$ cat src/rtl/shift_add_multiplier_pkg.sv
// Shared widths and FSM encodings for the sequential shift-add multiplier.
package mult_defs;
  localparam int WIDTH = 4;
  localparam int STEPS = 4;
  localparam int PW    = 2 * WIDTH;

  // 2'b11 is unused; the FSM treats it as IDLE.
  typedef enum logic [1:0] {
    IDLE = 2'b00,
    RUN  = 2'b01,
    DONE = 2'b10
  } state_t;
endpackage

$ cat src/rtl/ripple_carry_adder.sv
// Existing 4-bit ripple-carry adder; carry-in is tied low internally.
module ripple_carry_adder
  import mult_defs::*;
(
  input  logic [WIDTH-1:0] x,
  input  logic [WIDTH-1:0] y,
  output logic [WIDTH-1:0] s,
  output logic             c
);
  logic [WIDTH:0] cy;

  assign cy[0] = 1'b0;

  for (genvar i = 0; i < WIDTH; i++) begin : g_fa
    assign s[i]    = x[i] ^ y[i] ^ cy[i];
    assign cy[i+1] = (x[i] & y[i]) | (cy[i] & (x[i] ^ y[i]));
  end

  assign c = cy[WIDTH];
endmodule

$ cat src/rtl/shift_add_multiplier.sv
// 4x4 unsigned multiplier: one conditional add and right shift of {A,Q} per
// cycle through the reused ripple adder, with a start/busy/done handshake.
module shift_add_multiplier
  import mult_defs::*;
(
  input  logic            clk,
  input  logic            rst_n,
  input  logic            start,
  input  logic [WIDTH-1:0] a,
  input  logic [WIDTH-1:0] b,
  output logic            busy,
  output logic            done,
  output logic [PW-1:0]   product
);
  state_t           state, state_nxt;
  logic [WIDTH-1:0] m_reg, a_reg, q_reg;
  logic [1:0]       cnt;
  logic [WIDTH-1:0] add_y, sum;
  logic             cout;
  logic [PW-1:0]    shifted;
  logic             last_step;

  assign add_y     = q_reg[0] ? m_reg : '0;
  assign shifted   = {cout, sum, q_reg[WIDTH-1:1]};
  assign last_step = (cnt == 2'(STEPS - 1));

  ripple_carry_adder u_add (
    .x (a_reg),
    .y (add_y),
    .s (sum),
    .c (cout)
  );

  always_comb begin
    state_nxt = IDLE;
    case (state)
      IDLE:    state_nxt = start ? RUN : IDLE;
      RUN:     state_nxt = last_step ? DONE : RUN;
      DONE:    state_nxt = IDLE;
      default: state_nxt = start ? RUN : IDLE;
    endcase
  end

  always_ff @(posedge clk) begin
    if (!rst_n) begin
      state   <= IDLE;
      m_reg   <= '0;
      a_reg   <= '0;
      q_reg   <= '0;
      cnt     <= '0;
      product <= '0;
    end else begin
      state <= state_nxt;
      case (state)
        RUN: begin
          {a_reg, q_reg} <= shifted;
          cnt            <= cnt + 2'd1;
          if (last_step) product <= shifted;
        end
        DONE: ;
        default: begin
          // Undefined code 2'b11 behaves exactly like IDLE.
          if (start) begin
            m_reg <= a;
            q_reg <= b;
            a_reg <= '0;
            cnt   <= '0;
          end
        end
      endcase
    end
  end

  assign busy = (state == RUN);
  assign done = (state == DONE);
endmodule

$ cat config.mk
export PLATFORM = sky130hd
export DESIGN_NAME = shift_add_multiplier
export DESIGN_NICKNAME = d
export VERILOG_FILES = /design/src/rtl/shift_add_multiplier_pkg.sv /design/src/rtl/ripple_carry_adder.sv /design/src/rtl/shift_add_multiplier.sv
export SDC_FILE = /design/constraint.sdc
export NUM_CORES = 1
export LEC_CHECK = 0
export ABC_AREA = 0
export CORE_MARGIN = 4
export CORE_UTILIZATION = 45
export DETAILED_ROUTE_END_ITERATION = 10
export GPL_TIMING_DRIVEN = 0
export PLACE_DENSITY = 0.72
export RECOVER_POWER = 100
export REMOVE_ABC_BUFFERS = 1
export SYNTH_ARGS = -nofsm -noshare
export SYNTH_HDL_FRONTEND = slang
export SYNTH_SLANG_ARGS = --single-unit
export TNS_END_PERCENT = 100
$ cat constraint.sdc
create_clock -name clk -period 2.7 [get_ports clk]
set_input_delay 0.27 -clock clk [delete_from_list [all_inputs] [get_ports clk]]
set_output_delay 0.27 -clock clk [all_outputs]
set_load 0.05 [all_outputs]
==> results.yml <==
clock_network:
  cts_setup_buffers: 0
  cts_root_buf: "clkbuf_4"
  cts_sinks: 24
  clkTransAtPathRegs_ps: 140
  cts_buffers: 3
  cts-htree-levels: 1
  hold_buffers: 0
  cts_tree: "yes"
  ctsLongestPathBuffers: 2
  post_cts_resized: 0
  clock_latency_ps: 310
setup_path:
  critical_path_class: "reg -> out"
  cp-end-kind: "output port"
  crit_arrival_ps: 2040
  worstRegToRegCells: 10
  r2r_slack_ps: 510
  critical_path_peak_fanout: 10
  worstPathRequired_ps: 2430
  r2r-start: "q_reg[0]"
  start_kind: "flop"
  reg2reg_to: "a_reg[2]"
floorplan:
  initial_core_util: 0.4865
  die_w_um: 57.61
  core_area_mm2: 0.002276
  die_h_um: 57.61
  io_pins: 21
  die_area_mm2: 0.003318
  rows: 17
timing:
  maxSlewViolCount: 0
  max_freq_ghz: 0.4333
  post-route-period-util: 0.8549
  relSlewSlack: 0.3731
  timing.final.crit_period_ps: 2308
  setup_viol: 0
  fin_tns_setup_ps: 0
  worstMarginPinSlew_ps: 937.3
  hold_violations: 0
  rsz0062_at_grt: "false"
  skew_ps: 6.862
logic_synthesis:
  ys_types: 20
  synth-seq-cells: 24
  syn_area_mm2: 0.001107
  syn_area_per_cell_um2: 9.228
  synth-seq-area-share: 0.4339
  syn_inst: 120
  ys.warnings.count: 0
run:
  cap_violations: 0
placed_design:
  gp_congestion: 0.7218
  dp_hpwl_mm: 1.568
  portBuffers: 20
  place_area_mm2: 0.001301
final_layout:
  antenna_cells: 0
  final_core_util: 0.5915
  num-nets-final: 157
  final_cell_mix: "nand2_1, dfxtp_1, dlygate4sd3_1"
  postLayoutCellArea_mm2: 0.001346
  area_delta_synth_final_pct: 21.58
  largest_register_ffs: 8
  largest-register: "product"
  final_common_cell: "nand2_1"
  drive_gt1_frac: 0.02899
hold_path:
  min_from: "a_reg[3]"
  min_to: "a_reg[3]"
  hp-class: "reg -> reg"
  hold_depth: 2
global_routing:
  grt_usage: 0.1454
  grt_max_degree: 31
  antenna_found_initial: 0
  grt_pass1_wl_mm: 3.788
  grt_pass1_vias: 844
  grt_overflow_total: 0
power:
  seqPwrFrac: 0.535
  comb_power_share: 0.097
  p_per_area_mw_per_mm2: 519.0
  pwr-share-clk: 0.368
  switchingPower_uw: 150.4
  power_uw: 698.7
  p_sw_frac: 0.2152
  intPower_uw: 548.3
  p_leak_nw: 0.5878
  irDropWorstVdd_mv: 0.2760
run_status:
  run_status: "completed"
routing:
  first_pass_iters: 2
  wl_per_cell_um: 12.93
  vias: 864
  ant_nets: 0
  wirelength_mm: 2.147
  viasPerCell: 5.205
  route.detailed.drc: 0
  drt_iter0_drc: 12
## cell type report
class                      count  area [um2]
timing repair buffer          20       200.2
sequential                    24       480.5
fill                         200       929.6
clock buffer                   3       22.52
clock inverter                 1       30.03
inverter                       7       26.28
tap                           28       35.03
multi-input combinational     83       551.8
## metrics by stage
step,cells,hold WS (ps),worst slack (ps)
floorplan,114,403.4,706.5
global placement,162,444.8,592.6
detailed placement,162,451.8,541.9
CTS,166,472.6,391.9
global route,166,497.0,294.8
finish,166,468.2,391.9
## synthesized netlist by cell type
cell	n	area [um2]
nand2_1	32	120.1
dfxtp_1	24	480.5
a21boi_0	10	75.07
inv_1	7	26.28
o211a_1	7	70.07
nand3_1	6	30.03
o21ai_0	6	30.03
ha_1	4	50.05
mux2i_1	4	40.04
nand3b_1	4	30.03
clkbuf_1	3	11.26
fa_1	3	60.06
and2_1	2	12.51
buf_6	2	22.52
and2_2	1	7.510
buf_4	1	7.510
nor2_1	1	3.750
nor2b_1	1	6.260
nor3b_1	1	7.510
o21ba_4	1	16.27
## worst max path at each step
| stage | startpoint | end | slack (ps) |
|---|---|---|---|
| global route | state[1] | busy | 290 |
| detailed placement | q_reg[0] | a_reg[2] | 540 |
| CTS | state[1] | busy | 390 |
| finish | state[1] | busy | 390 |
| global placement | q_reg[0] | a_reg[2] | 590 |
| floorplan | q_reg[0] | a_reg[2] | 710 |
## power groups by stage
stage          registers [mW]  clock network [mW]  logic (mW)
6_report                0.374               0.257      0.0681
5_1_grt                 0.376               0.279      0.0760
4_1_cts                 0.374               0.262      0.0711
3_5_place_dp            0.382                   0      0.0703
3_3_place_gp            0.381                   0      0.0678
2_1_floorplan           0.379                   0      0.0390
## logic make-up (layout without fill, tap and decap cells)
family                     after synthesis  count (layout)  share of synthesized area
adders and majority gates                7               7                    0.09944
buffers and inverters                   13              31                    0.06102
DFF                                     24              24                     0.4339
AOI/OAI and AO/OA                       24              24                     0.1729
and+or+nand+nor                         48              48                     0.1966
muxes                                    4               4                    0.03616
## critical path, stage by stage, from the launching register on
cell,delay (ps)
dfxtp_1,350
inv_1,50
ha_1,390
dlygate4sd3_1,940
## layer usage
layer,global-route usage,vias to the layer above,wire length [um]
met5,0,-,0
met4,0.03974,0,16
met3,0.02715,2,74
met2,0.2581,9,1073
met1,0.1777,418,983
li1,-,435,-
(Power assumes the default switching activity.)
